$ cat src/rtl/nn_tt_pkg.sv
// Shared definitions for the image frame transmitter: default geometry,
// counter width and the transmit FSM state encoding.
// The CSUM state only exists when IMAGE_FRAME_TX_CHECKSUM_EN is defined.
package nn_tt_pkg;

  localparam int PIXEL_W_DEF      = 8;
  localparam int FRAME_PIXELS_DEF = 64;
  localparam int CNT_W            = 7;

  typedef enum logic [1:0] {
    ST_FILL = 2'd0,
    ST_FULL = 2'd1,
    ST_SEND = 2'd2
`ifdef IMAGE_FRAME_TX_CHECKSUM_EN
    ,
    ST_CSUM = 2'd3
`endif
  } tx_state_e;

endpackage

$ cat src/rtl/frame_buffer_ram.sv
// Frame buffer: one write port, one registered read port.
// The read register returns zero whenever no read is requested, so its
// output can drive the transmit data bus directly and idles at zero.
module frame_buffer_ram #(
  parameter int DEPTH  = 64,
  parameter int DATA_W = 8,
  parameter int ADDR_W = 6
) (
  input  logic              clk,
  input  logic              reset,
  input  logic              wr_en,
  input  logic [ADDR_W-1:0] wr_addr,
  input  logic [DATA_W-1:0] wr_data,
  input  logic              rd_en,
  input  logic [ADDR_W-1:0] rd_addr,
  output logic [DATA_W-1:0] rd_data
);

  logic [DATA_W-1:0] mem_r [DEPTH];
  logic [DATA_W-1:0] rd_q_r;

  // Storage write; contents are deliberately not cleared by reset.
  always_ff @(posedge clk) begin
    if (wr_en) begin
      mem_r[wr_addr] <= wr_data;
    end
  end

  // Registered read port, zero when idle or in reset.
  always_ff @(posedge clk) begin
    if (reset) begin
      rd_q_r <= '0;
    end else if (rd_en) begin
      rd_q_r <= mem_r[rd_addr];
    end else begin
      rd_q_r <= '0;
    end
  end

  assign rd_data = rd_q_r;

endmodule

$ cat src/rtl/image_frame_tx.sv
// Image frame transmitter: buffers one frame of host pixels, then streams
// it out as a contiguous burst with start/end-of-frame markers.
// Optional feature macro: IMAGE_FRAME_TX_CHECKSUM_EN appends one byte
// holding the modular sum of all frame pixels, which then carries tx_eof.
module image_frame_tx
  import nn_tt_pkg::*;
#(
  parameter int FRAME_PIXELS = FRAME_PIXELS_DEF,
  parameter int PIXEL_W      = PIXEL_W_DEF
) (
  input  logic               clk,
  input  logic               reset,
  input  logic [PIXEL_W-1:0] in_data,
  input  logic               in_valid,
  output logic               in_ready,
  input  logic               tx_en,
  output logic [PIXEL_W-1:0] tx_data,
  output logic               tx_valid,
  output logic               tx_sof,
  output logic               tx_eof,
  output logic               busy
);

  localparam int ADDR_W = (FRAME_PIXELS > 1) ? $clog2(FRAME_PIXELS) : 1;
  localparam logic [CNT_W-1:0] CNT_ZERO = CNT_W'(0);
  localparam logic [CNT_W-1:0] CNT_ONE  = CNT_W'(1);
  localparam logic [CNT_W-1:0] LAST_CNT = CNT_W'(FRAME_PIXELS);
  localparam logic [CNT_W-1:0] LAST_IDX = CNT_W'(FRAME_PIXELS - 1);

  tx_state_e          state_r, state_nxt_s;
  logic [CNT_W-1:0]   wr_cnt_r, wr_cnt_nxt_s;
  logic [CNT_W-1:0]   rd_cnt_r, rd_cnt_nxt_s;
  logic               wr_en_s, rd_en_s;
  logic               tx_valid_r, tx_valid_nxt_s;
  logic               tx_sof_r, tx_sof_nxt_s;
  logic               tx_eof_r, tx_eof_nxt_s;
  logic               in_ready_r, in_ready_nxt_s;
  logic               busy_r, busy_nxt_s;
  logic [PIXEL_W-1:0] ram_q_s;

`ifdef IMAGE_FRAME_TX_CHECKSUM_EN
  logic [PIXEL_W-1:0] csum_r, csum_nxt_s;
  logic [PIXEL_W-1:0] csum_out_r, csum_out_nxt_s;

  // Running frame checksum: plain modular addition of pixels.
  function automatic logic [PIXEL_W-1:0] csum_add(
    input logic [PIXEL_W-1:0] sum,
    input logic [PIXEL_W-1:0] pix
  );
    return sum + pix;
  endfunction
`endif

  frame_buffer_ram #(
    .DEPTH  (FRAME_PIXELS),
    .DATA_W (PIXEL_W),
    .ADDR_W (ADDR_W)
  ) u_buf (
    .clk     (clk),
    .reset   (reset),
    .wr_en   (wr_en_s),
    .wr_addr (wr_cnt_r[ADDR_W-1:0]),
    .wr_data (in_data),
    .rd_en   (rd_en_s),
    .rd_addr (rd_cnt_r[ADDR_W-1:0]),
    .rd_data (ram_q_s)
  );

  // Next-state, counter and next-output decode for the fill/send sequence.
  // rd_cnt counts bytes already requested from the buffer; when it reaches
  // FRAME_PIXELS the last pixel is on the bus and the frame closes.
  always_comb begin
    state_nxt_s    = state_r;
    wr_cnt_nxt_s   = wr_cnt_r;
    rd_cnt_nxt_s   = rd_cnt_r;
    wr_en_s        = 1'b0;
    rd_en_s        = 1'b0;
    tx_valid_nxt_s = 1'b0;
    tx_sof_nxt_s   = 1'b0;
    tx_eof_nxt_s   = 1'b0;
`ifdef IMAGE_FRAME_TX_CHECKSUM_EN
    csum_nxt_s     = csum_r;
    csum_out_nxt_s = '0;
`endif
    case (state_r)
      ST_FILL: begin
        if (in_valid && in_ready_r) begin
          wr_en_s      = 1'b1;
          wr_cnt_nxt_s = wr_cnt_r + CNT_ONE;
`ifdef IMAGE_FRAME_TX_CHECKSUM_EN
          csum_nxt_s   = csum_add(csum_r, in_data);
`endif
          if (wr_cnt_r == LAST_IDX) begin
            state_nxt_s = ST_FULL;
          end else begin
            state_nxt_s = ST_FILL;
          end
        end else begin
          wr_en_s = 1'b0;
        end
      end
      ST_FULL: begin
        if (tx_en) begin
          state_nxt_s    = ST_SEND;
          rd_en_s        = 1'b1;
          rd_cnt_nxt_s   = CNT_ONE;
          tx_valid_nxt_s = 1'b1;
          tx_sof_nxt_s   = 1'b1;
        end else begin
          state_nxt_s = ST_FULL;
        end
      end
      ST_SEND: begin
        if (rd_cnt_r < LAST_CNT) begin
          rd_en_s        = 1'b1;
          rd_cnt_nxt_s   = rd_cnt_r + CNT_ONE;
          tx_valid_nxt_s = 1'b1;
`ifdef IMAGE_FRAME_TX_CHECKSUM_EN
          tx_eof_nxt_s   = 1'b0;
`else
          tx_eof_nxt_s   = (rd_cnt_r == LAST_IDX);
`endif
        end else begin
`ifdef IMAGE_FRAME_TX_CHECKSUM_EN
          state_nxt_s    = ST_CSUM;
          tx_valid_nxt_s = 1'b1;
          tx_eof_nxt_s   = 1'b1;
          csum_out_nxt_s = csum_r;
`else
          state_nxt_s    = ST_FILL;
          wr_cnt_nxt_s   = CNT_ZERO;
          rd_cnt_nxt_s   = CNT_ZERO;
`endif
        end
      end
`ifdef IMAGE_FRAME_TX_CHECKSUM_EN
      ST_CSUM: begin
        state_nxt_s  = ST_FILL;
        wr_cnt_nxt_s = CNT_ZERO;
        rd_cnt_nxt_s = CNT_ZERO;
        csum_nxt_s   = '0;
      end
`endif
      default: begin
        state_nxt_s  = ST_FILL;
        wr_cnt_nxt_s = CNT_ZERO;
        rd_cnt_nxt_s = CNT_ZERO;
      end
    endcase
    in_ready_nxt_s = (state_nxt_s == ST_FILL);
    busy_nxt_s     = (state_nxt_s != ST_FILL);
  end

  // State, counters and registered handshake/framing outputs.
  always_ff @(posedge clk) begin
    if (reset) begin
      state_r    <= ST_FILL;
      wr_cnt_r   <= CNT_ZERO;
      rd_cnt_r   <= CNT_ZERO;
      tx_valid_r <= 1'b0;
      tx_sof_r   <= 1'b0;
      tx_eof_r   <= 1'b0;
      in_ready_r <= 1'b1;
      busy_r     <= 1'b0;
`ifdef IMAGE_FRAME_TX_CHECKSUM_EN
      csum_r     <= '0;
      csum_out_r <= '0;
`endif
    end else begin
      state_r    <= state_nxt_s;
      wr_cnt_r   <= wr_cnt_nxt_s;
      rd_cnt_r   <= rd_cnt_nxt_s;
      tx_valid_r <= tx_valid_nxt_s;
      tx_sof_r   <= tx_sof_nxt_s;
      tx_eof_r   <= tx_eof_nxt_s;
      in_ready_r <= in_ready_nxt_s;
      busy_r     <= busy_nxt_s;
`ifdef IMAGE_FRAME_TX_CHECKSUM_EN
      csum_r     <= csum_nxt_s;
      csum_out_r <= csum_out_nxt_s;
`endif
    end
  end

  // Buffer read data and checksum byte are never non-zero in the same
  // cycle, so the bus is a simple OR of the two registers.
`ifdef IMAGE_FRAME_TX_CHECKSUM_EN
  assign tx_data  = ram_q_s | csum_out_r;
`else
  assign tx_data  = ram_q_s;
`endif
  assign tx_valid = tx_valid_r;
  assign tx_sof   = tx_sof_r;
  assign tx_eof   = tx_eof_r;
  assign in_ready = in_ready_r;
  assign busy     = busy_r;

endmodule

$ cat config.mk
export PLATFORM = sky130hd
export DESIGN_NAME = image_frame_tx
export DESIGN_NICKNAME = d
export VERILOG_FILES = /design/src/rtl/nn_tt_pkg.sv /design/src/rtl/frame_buffer_ram.sv /design/src/rtl/image_frame_tx.sv
export SDC_FILE = /design/constraint.sdc
export NUM_CORES = 1
export LEC_CHECK = 0
export BUFFER_PORTS_ARGS = -buffer_cell sky130_fd_sc_hd__buf_2
export CORE_MARGIN = 8
export CORE_UTILIZATION = 50
export DETAILED_ROUTE_END_ITERATION = 8
export PLACE_DENSITY = 0.66
export SLEW_MARGIN = 20
export SYNTH_ARGS = -nofsm -noshare
export SYNTH_HDL_FRONTEND = slang
export SYNTH_SLANG_ARGS = --single-unit
$ cat constraint.sdc
create_clock -name clk -period 2.76 [get_ports clk]
set_input_delay 0.414 -clock clk [delete_from_list [all_inputs] [get_ports clk]]
set_output_delay 0.414 -clock clk [all_outputs]
set_load 0.01 [all_outputs]
==> results of run 1 <==
per-stage QoR:
| stage | util | std cells | instance area (µm²) | hold WS (ns) |
|---|---|---|---|---|
| after global placement | 0.5414 | 1691 | 22760 | 0.4496 |
| final | 0.5811 | 1788 | 24430 | 0.1009 |
| after global routing | 0.5810 | 1787 | 24430 | 0.1178 |
| after CTS | 0.5810 | 1787 | 24430 | 0.07994 |
| after floorplan | - | 1062 | 21340 | 0.4367 |
| after detailed placement | 0.5414 | 1691 | 22760 | 0.4715 |
cell type report:
cell class	instances	share of cell area
Sequential cell	541	0.6536
Multi-Input combinational cell	457	0.2013
Clock buffer	65	0.05788
Timing Repair Buffer	146	0.04804
Tap cell	539	0.02761
Clock inverter	31	0.01024
Inverter	8	0.001229
Antenna cell	1	0.0001024
path summary, 6_finish.rpt:
path | from | to | depth (start not counted)
worst min register to register | rd_cnt_r[6]$_SDFFE_PP0P_ | rd_cnt_r[6]$_SDFFE_PP0P_ | 2
worst max-delay path | state_r[0]$_SDFF_PP0_ | u_buf.mem_r[26][6]$_DFFE_PP_ | 7
worst max register to register | state_r[0]$_SDFF_PP0_ | u_buf.mem_r[26][6]$_DFFE_PP_ | 7
worst min-delay path | reset | rd_cnt_r[1]$_SDFFE_PP0P_ | 2
kinds of logic after synthesis:
group / Yosys count / synth area share
XOR/XNOR: 10 / 0.004105
flip-flops: 541 / 0.7477
AND/OR/NAND/NOR: 214 / 0.04327
adder cells (fa/ha/maj): 6 / 0.003518
AO/OA/AOI/OAI: 67 / 0.02187
buffers and inverters: 64 / 0.02187
multiplexers: 160 / 0.1577
layout by cell type, fill, tap and decap left out, types with 13 or more instances in the layout:
cell type  count
a21oi_1       13
buf_2         24
buf_4        111
clkbuf_16     55
clkinv_1      14
dfxtp_1       26
edfxtp_1     512
mux2i_1       20
mux4_1        36
mux4_2        93
nand2_1       62
nor2_1       106
registers in the layout (all words and copies together) (netlist names):
name,count
rd_cnt_r,7
u_buf.rd_data,8
tx_valid,1
busy,1
tx_sof,1
tx_eof,1
u_buf.mem_r,512
in_ready,1
wr_cnt_r,7
state_r,2
critical path, stage by stage, from the launching register on:
cell and delay (ns):
dfxtp_1 0.33, inv_1 0.09, ha_1 0.26, nand3_1 0.23, nor2_1 0.27, nand2_1 0.41
nor2_1 0.35, buf_4 0.20
routing by layer:
metal | vias up | GRT usage | routed length [µm]
li1 | 4636 | - | -
met4 | 2 | 0.06160 | 1391
met5 | - | 0 | 13
met1 | 5601 | 0.2754 | 20390
met3 | 87 | 0.04926 | 4213
met2 | 471 | 0.3190 | 23580
power groups by stage:
stage                     sequential [mW]  clock (mW)  combinational [mW]
after floorplan                      9.18           0              0.0541
after global placement               9.18           0               0.248
after detailed placement             9.18           0               0.255
after CTS                            9.01        7.08               0.255
after global routing                 9.00        7.40               0.272
final                                9.01        6.98               0.253
==> results.sh, run 1 <==
export IMPL_routedWlPerCell_um=27.73
export IMPL_clock_sinks=541
export IMPL_setup_viol_count_final=0
export IMPL_regArea_um2=15970
export IMPL_rows=75
export IMPL_post_place_ws_ns=0.3480
export IMPL_status="completed"
export IMPL_via_count=10800
export IMPL_clock_skew_ns=0.02221
export IMPL_syn_inst=1062
export IMPL_cp_end_kind="flop"
export IMPL_firstDrtPassIters=5
export IMPL_critPathRequiredTime_ns=3.08
export IMPL_cts_tree="yes"
export IMPL_drive_above_1_share=0.2660
export IMPL_fp_dieArea_um2=49540
export IMPL_p_switching_mw=3.187
export IMPL_ys_seq_area_frac=0.7477
export IMPL_total_power_mw=16.24
export IMPL_drc=0
export IMPL_multi_input_area_um2=4917
export IMPL_synth_warning_count=0
export IMPL_clock_latency_ns=0.60
export IMPL_yosysTopAreaCell="edfxtp_1"
export IMPL_vias_per_cell=6.039
export IMPL_place_congestion=0.8191
export IMPL_cts_hold_buf=0
export IMPL_ys_types=53
export IMPL_worstMarginPinSlew_ns=0.9835
export IMPL_synth_common_cells="512 x edfxtp_1, 106 x nor2_1, 93 x mux4_2"
export IMPL_p_int_mw=13.05
export IMPL_swShare=0.1963
export IMPL_cp_arrival_ns=2.73
export IMPL_yosysTopAreaCellShare=0.7205
export IMPL_initial_core_util=0.5076
export IMPL_rrSetupSlack_ns=0.34
export IMPL_clockPowerShare=0.430
export IMPL_seq_power_share=0.555
export IMPL_dieHeight_um=222.6
export IMPL_cts_buffer_depth=3
export IMPL_power_leakage_nw=7.917
export IMPL_core_area_um2=42040
export IMPL_hold_violations=0
export IMPL_clk_pin_slew_ns=0.06
export IMPL_grt_overflow=0
export IMPL_synth_top_cells_by_area="edfxtp_1 72%, mux4_2 9.8%, mux4_1 4.4%"
export IMPL_yosysMostFrequentCell="edfxtp_1"
export IMPL_finalSetupTns_ns=0
export IMPL_period_minus_slack_ns=2.415
export IMPL_min_path_type="in -> reg"
export IMPL_fin_ws_ns=0.3447
export IMPL_comb_power_share=0.016
export IMPL_dp_hpwl_um=32680
export IMPL_ys_flop_type="edfxtp_1"
export IMPL_nFillCells=3150
export IMPL_grt_pass1_wl_um=73710
export IMPL_grt_pass1_vias=11060
export IMPL_port_buffers=24
export IMPL_fin_crit_sh=0.8751
export IMPL_relSlewSlack=0.3415
export IMPL_async_reset_ff_frac=0
export IMPL_syn_cell_area_um2=21340
export IMPL_maxCapViolations=0
export IMPL_drv_slew=0
export IMPL_critPathLaunchType="flop"
export IMPL_synth_edf_count=512
export IMPL_grt_setup_unrepaired="no"
export IMPL_cts_root_buf="clkbuf_16"
export IMPL_synth_nets=1080
export IMPL_syn2layout_area_growth_pct=14.48
export IMPL_cts_buffers=55
export IMPL_nets=1227
export IMPL_die_w_um=222.6
export IMPL_cts_setup_buffers=0
export IMPL_drtIter0Drc=1151
export IMPL_grt_usage=0.2014
export IMPL_powerDensity_nw_per_um2=664.7
export IMPL_worst_path_max_fanout=8
export IMPL_grt_max_degree=38
export IMPL_ioPinCount=25
export IMPL_grt_antenna_before_repair=1
export IMPL_postSynthAreaPerCell_um2=20.09
export IMPL_ant_nets=0
export IMPL_drt_total_wl_um=49590
export IMPL_max_freq_mhz=414.0
export IMPL_htree_num_levels=2
export IMPL_critPathKind="reg -> reg"
export IMPL_yosys_register_bits=541
export IMPL_post_cts_resized=0
export IMPL_peakVddDrop_uv=561.4
Power figures use the tool's default switching activity.
==> run 2, diff against run 1 <==
--- a/config.mk
+++ b/config.mk
@@ -10,6 +10,7 @@
 export CORE_UTILIZATION = 50
 export DETAILED_ROUTE_END_ITERATION = 8
 export PLACE_DENSITY = 0.66
+export RECOVER_POWER = 25
 export SLEW_MARGIN = 20
 export SYNTH_ARGS = -nofsm -noshare
 export SYNTH_HDL_FRONTEND = slang
==> run 2 against run 1 <==
The run now ends with capacitance limit, slew limit left. First-iteration DRC count grew 1.7%. Flip-flop and latch count is the same. Wire length shrank 0.23%. Critical path type unchanged. Critical endpoint unchanged.
==> results.sh, run 2 (synthesis gave the netlist of run 1 again) <==
export IMPL_grt_overflow=0
export IMPL_slowest_delay_ns=0.41
export IMPL_critPathKind="reg -> reg"
export IMPL_fin_crit_sh=0.8715
export IMPL_drt_total_wl_um=49480
export IMPL_initial_core_util=0.5076
export IMPL_largest_reg_flops=512
export IMPL_relSlewSlack=-0.1636
export IMPL_clk_pin_slew_ns=0.06
export IMPL_crit_chain="inv_1, ha_1, nand3_1, nor2_1, nand2_1, nor2_1, buf_4"
export IMPL_grt_usage=0.2014
export IMPL_place_congestion=0.8191
export IMPL_grt_setup_unrepaired="no"
export IMPL_grt_pass1_wl_um=73710
export IMPL_critPathLaunchType="flop"
export IMPL_cts_root_buf="clkbuf_16"
export IMPL_cts_buffers=55
export IMPL_drc=0
export IMPL_cts_setup_buffers=0
export IMPL_cp_arrival_ns=2.72
export IMPL_grt_max_degree=38
export IMPL_port_buffers=24
export IMPL_syn2layout_area_growth_pct=14.38
export IMPL_die_w_um=222.6
export IMPL_peakVddDrop_uv=561.4
export IMPL_min_path_type="in -> reg"
export IMPL_vias_per_cell=6.024
export IMPL_drv_slew=156
export IMPL_final_common_cell="edfxtp_1"
export IMPL_status="finished, violations left"
export IMPL_hold_violations=0
export IMPL_rows=75
export IMPL_cts_tree="yes"
export IMPL_period_minus_slack_ns=2.405
export IMPL_dpl_cell_area_um2=22760
export IMPL_grt_pass1_vias=11060
export IMPL_core_area_um2=42040
export IMPL_worst_path_most_repeated_cell="nor2_1"
export IMPL_fp_dieArea_um2=49540
export IMPL_ioPinCount=25
export IMPL_drive_above_1_share=0.2572
export IMPL_worstMarginPinSlew_ns=1.745
export IMPL_final_cell_mix="512 x edfxtp_1, 108 x buf_4, 106 x nor2_1"
export IMPL_critPathRequiredTime_ns=3.08
export IMPL_nFillCells=3157
export IMPL_worst_path_max_fanout=8
export IMPL_top_register="u_buf.mem_r"
export IMPL_max_freq_mhz=415.7
export IMPL_power_leakage_nw=7.885
export IMPL_finalSetupTns_ns=0
export IMPL_maxCapViolations=5
export IMPL_dieHeight_um=222.6
export IMPL_cp_end_kind="flop"
export IMPL_via_count=10770
export IMPL_critPathSlowestCell="nand2_1"
export IMPL_post_cts_resized=0
export IMPL_powerDensity_nw_per_um2=665.1
export IMPL_routedWlPerCell_um=27.67
export IMPL_drtIter0Drc=1170
export IMPL_cts_buffer_depth=3
export IMPL_ant_nets=0
export IMPL_dp_hpwl_um=32680
export IMPL_nets=1227
export IMPL_setup_viol_count_final=0
export IMPL_cts_hold_buf=0
export IMPL_violations="capacitance limit, slew limit"
export IMPL_firstDrtPassIters=5
export IMPL_clock_latency_ns=0.60
export IMPL_htree_num_levels=2
export IMPL_stdcell_area_um2=24410
export IMPL_grt_antenna_before_repair=1
export IMPL_clock_sinks=541
export IMPL_clock_skew_ns=0.02288
export IMPL_total_power_mw=16.23
## run 2: cell count changes in the layout (fill, tap and decap cells not counted)
| cell | previous run | this run |
|---|---|---|
| buf_4 | 111 | 108 |
| buf_2 | 24 | 16 |
| clkbuf_1 | 10 | 21 |
## run 2: worst paths after layout
check                           startpoint                            to  slack (ns)  cells after the start
setup reg to reg     state_r[0]$_SDFF_PP0_  u_buf.mem_r[26][6]$_DFFE_PP_        0.35                      7
hold / removal                       reset      rd_cnt_r[1]$_SDFFE_PP0P_        0.10                      2
setup / recovery     state_r[0]$_SDFF_PP0_  u_buf.mem_r[26][6]$_DFFE_PP_        0.35                      7
hold reg to reg   rd_cnt_r[6]$_SDFFE_PP0P_      rd_cnt_r[6]$_SDFFE_PP0P_        0.48                      2
## run 2: power breakdown
group	internal, mW	switching [mW]	total [mW]	leakage (nW)
sequential	9.00	0.00984	9.01	4.84
combinational	0.0536	0.196	0.249	2.23
clock	4.00	2.98	6.97	0.813
## run 2: layout make-up
cell class	instances	area, µm²	share of cell area
inverter	8	30.03	0.001230
timing repair buffer	146	1152	0.04721
sequential	541	15970	0.6542
clock inverter	31	250.2	0.01025
clock buffer	65	1414	0.05793
multi-input combinational	457	4917	0.2015
tap	539	674.4	0.02763
antenna	1	2.502	0.0001025
## run 2: critical path, delay by kind of cell, from the launching register on
| family | cells | cell delay, ns |
|---|---|---|
| flops | 1 | 0.33 |
| fa+ha+maj | 1 | 0.26 |
| buf+inv | 2 | 0.29 |
| simple gates | 4 | 1.25 |
## run 2: per-stage QoR
step                      hold WS [ns]  worst slack, ns  utilization  instances
after global placement          0.4496           0.3906       0.5414       1691
final                           0.1010           0.3547       0.5806       1788
after floorplan                 0.4367           0.8013            -       1062
after detailed placement        0.4715           0.3480       0.5414       1691
after global routing            0.1178           0.1886       0.5805       1787
after CTS                      0.07994           0.3707       0.5810       1787
## run 2: per-layer routing
layer | track usage | vias up | wire, µm
met5 | 0 | - | 13
li1 | - | 4635 | -
met4 | 0.06160 | 2 | 1380
met2 | 0.3190 | 457 | 23530
met1 | 0.2754 | 5592 | 20640
met3 | 0.04926 | 85 | 3907
==> run 3, diff against run 2 <==
--- a/config.mk
+++ b/config.mk
@@ -6,7 +6,7 @@
 export NUM_CORES = 1
 export LEC_CHECK = 0
 export BUFFER_PORTS_ARGS = -buffer_cell sky130_fd_sc_hd__buf_2
-export CORE_MARGIN = 8
+export CORE_MARGIN = 1.5
 export CORE_UTILIZATION = 50
 export DETAILED_ROUTE_END_ITERATION = 8
 export PLACE_DENSITY = 0.66
@@ -14,4 +14,5 @@
 export SLEW_MARGIN = 20
 export SYNTH_ARGS = -nofsm -noshare
 export SYNTH_HDL_FRONTEND = slang
+export SYNTH_HIERARCHICAL = 1
 export SYNTH_SLANG_ARGS = --single-unit
==> run 3 against run 2 <==
The run still ends with capacitance limit, slew limit left. Wire length fell by 4.1%. Synthesized area down 0.70%. Flip-flop and latch count unchanged. Clock power barely moved. Global-route usage rose by 2.1 points. Fmax fell by 8.9%. Combinational power shrank 10%. Non-clock buffer count shrank 14. Setup slack got worse by 0.23 ns. Count of clock-buffer cells in the layout shrank 3. Largest power group unchanged. Highest routed layer is now met4.
==> results.sh, run 3 <==
export IMPL_top_register="u_buf/mem_r"
export IMPL_ioPinCount=25
export IMPL_cts_buffer_depth=3
export IMPL_setup_viol_count_final=0
export IMPL_routedWlPerCell_um=26.98
export IMPL_clock_skew_ns=0.01958
export IMPL_maxCapViolations=3
export IMPL_finalSetupTns_ns=0
export IMPL_ys_flop_type="edfxtp_1"
export IMPL_grt_max_degree=65
export IMPL_synth_warning_count=6
export IMPL_fp_dieArea_um2=43620
export IMPL_worst_path_max_fanout=8
export IMPL_post_cts_resized=0
export IMPL_synth_nets=1062
export IMPL_critPathSlowestCell="or3b_2"
export IMPL_crit_family="compound AO/OA/AOI/OAI gates"
export IMPL_htree_num_levels=2
export IMPL_drv_slew=104
export IMPL_power_leakage_nw=7.562
export IMPL_min_from="tx_en"
export IMPL_grt_pass1_vias=10520
export IMPL_fin_crit_sh=0.9564
export IMPL_grt_setup_unrepaired="no"
export IMPL_largest_reg_flops=512
export IMPL_rows=75
export IMPL_hold_worst_slack_ns=0.1385
export IMPL_drtIter0Drc=1041
export IMPL_yosysTopAreaCellShare=0.7256
export IMPL_cp_end_kind="flop"
export IMPL_grt_antenna_before_repair=0
export IMPL_cts_hold_buf=0
export IMPL_relSlewSlack=-0.2210
export IMPL_syn2layout_area_growth_pct=14.44
export IMPL_critPathLaunchType="flop"
export IMPL_firstDrtPassIters=5
export IMPL_dp_hpwl_um=30290
export IMPL_ys_types=47
export IMPL_synth_edf_count=512
export IMPL_hold_violations=0
export IMPL_crit_chain="inv_1, ha_1, or2b_1, a21boi_0, buf_4, or3b_2, a221oi_1, a22oi_1, o21ai_1"
export IMPL_die_w_um=208.9
export IMPL_drive_above_1_share=0.2822
export IMPL_drt_total_wl_um=47420
export IMPL_syn_inst=1044
export IMPL_grt_pass1_wl_um=70040
export IMPL_r2r_start="state_r[0]$_SDFF_PP0_"
export IMPL_yosysMostFrequentCell="edfxtp_1"
export IMPL_clock_sinks=541
export IMPL_clk_pin_slew_ns=0.06
export IMPL_clock_latency_ns=0.59
export IMPL_powerDensity_nw_per_um2=668.8
export IMPL_async_reset_ff_frac=0
export IMPL_cp_startpoint="state_r[0]$_SDFF_PP0_"
export IMPL_drc=0
export IMPL_path_buf_inv=2
export IMPL_critPathRequiredTime_ns=3.26
export IMPL_vias_per_cell=5.988
export IMPL_ant_nets=0
export IMPL_critPathKind="reg -> reg"
export IMPL_cts_setup_buffers=0
export IMPL_min_path_type="in -> reg"
export IMPL_grt_usage=0.2228
export IMPL_postSynthAreaPerCell_um2=20.30
export IMPL_cts_root_buf="clkbuf_16"
export IMPL_period_minus_slack_ns=2.640
export IMPL_violations="capacitance limit, slew limit"
export IMPL_final_instance_count_excl_fill=1758
export IMPL_cp_arrival_ns=3.14
export IMPL_port_buffers=24
export IMPL_final_common_cell="edfxtp_1"
export IMPL_synth_top_cells_by_area="edfxtp_1 73%, mux4_2 14%, dfxtp_1 2.7%"
export IMPL_syn_cell_area_um2=21190
export IMPL_initial_core_util=0.5063
export IMPL_ys_seq_area_frac=0.7530
export IMPL_place_congestion=0.8153
export IMPL_stdcell_area_um2=24250
export IMPL_n_antenna_cell=0
export IMPL_peakVddDrop_uv=566.4
export IMPL_grt_overflow=0
export IMPL_worstMarginPinSlew_ns=1.831
export IMPL_dieHeight_um=208.9
export IMPL_via_count=10530
export IMPL_max_freq_mhz=378.8
export IMPL_place_inst=1661
export IMPL_synth_common_cells="512 x edfxtp_1, 132 x mux4_2, 96 x nor2_1"
export IMPL_nets=1195
export IMPL_yosys_register_bits=541
export IMPL_dpl_cell_area_um2=22550
export IMPL_cts_buffers=53
export IMPL_final_cell_mix="512 x edfxtp_1, 132 x mux4_2, 98 x buf_4"
export IMPL_status="finished, violations left"
export IMPL_slowest_delay_ns=0.61
export IMPL_yosysTopAreaCell="edfxtp_1"
export IMPL_core_area_um2=41850
export IMPL_cts_tree="yes"
-- run 3: cell count changes after synthesis, moves of 10 or more --
cell	before	now
nand2_1	62	37
buf_6	16	6
mux4_2	93	132
mux4_1	36	3
a22oi_1	0	19
nor2_1	106	96
a221oi_1	0	10
mux2_2	11	0
-- run 3: metrics by stage --
| stage | total power [mW] | utilization | setup WS, ns |
|---|---|---|---|
| after detailed placement | 9.403 | 0.5389 | 0.02539 |
| after floorplan | 9.224 | - | 0.4459 |
| final | 16.22 | 0.5794 | 0.1202 |
| after global routing | 16.67 | 0.5794 | 0.01304 |
| after global placement | 9.393 | 0.5389 | 0.04900 |
| after CTS | 16.35 | 0.5788 | 0.002435 |
-- run 3: cells by family after synthesis --
| kind of cell | after synthesis | share of synthesized area |
|---|---|---|
| DFF | 541 | 0.7530 |
| adders and majority gates | 6 | 0.003543 |
| and+or+nand+nor | 193 | 0.04181 |
| muxes | 164 | 0.1577 |
| AOI/OAI and AO/OA | 74 | 0.02350 |
| buffers and inverters | 59 | 0.01754 |
| xor gates and xnor gates | 7 | 0.002893 |
-- run 3: power by group --
group | internal, mW | switching (mW) | total [mW]
sequential | 8.99 | 0.00865 | 9.00
combinational | 0.0409 | 0.182 | 0.223
clock | 4.06 | 2.93 | 6.99
-- run 3: worst register-to-register path: cells and delay by family, from the launching register on --
family,cells,cell delay (ns)
compound gates,4,0.89
fa+ha+maj,1,0.18
buf+inv,2,0.28
flops,1,0.33
simple gates,2,0.87
-- run 3: routing by layer --
layer | share of wire | global-route usage | wire [µm] | vias to the layer above
met4 | 0.022 | 0.06647 | 1057 | 0
met2 | 0.47 | 0.3453 | 22410 | 403
li1 | - | - | - | 4558
met5 | 0 | 0 | 0 | -
met3 | 0.071 | 0.03547 | 3366 | 59
met1 | 0.43 | 0.3308 | 20590 | 5507
-- run 3: worst paths after layout --
kind	endpoint	slack, ns	cells past startpoint
hold / removal	tx_sof$_SDFF_PP0_	0.14	3
setup reg to reg	u_buf/rd_data[5]$_SDFF_PP0_	0.12	9
setup / recovery	u_buf/rd_data[5]$_SDFF_PP0_	0.12	9
hold reg to reg	rd_cnt_r[6]$_SDFFE_PP0P_	0.51	2
-- run 3: cell type report --
class                      instances  area, µm²
timing repair buffer             132       1005
clock inverter                    35      310.3
fill                            3049      17600
clock buffer                      62       1360
multi-input combinational        444       4915
inverter                           5      18.77
sequential                       541      15970
tap                              539      674.4
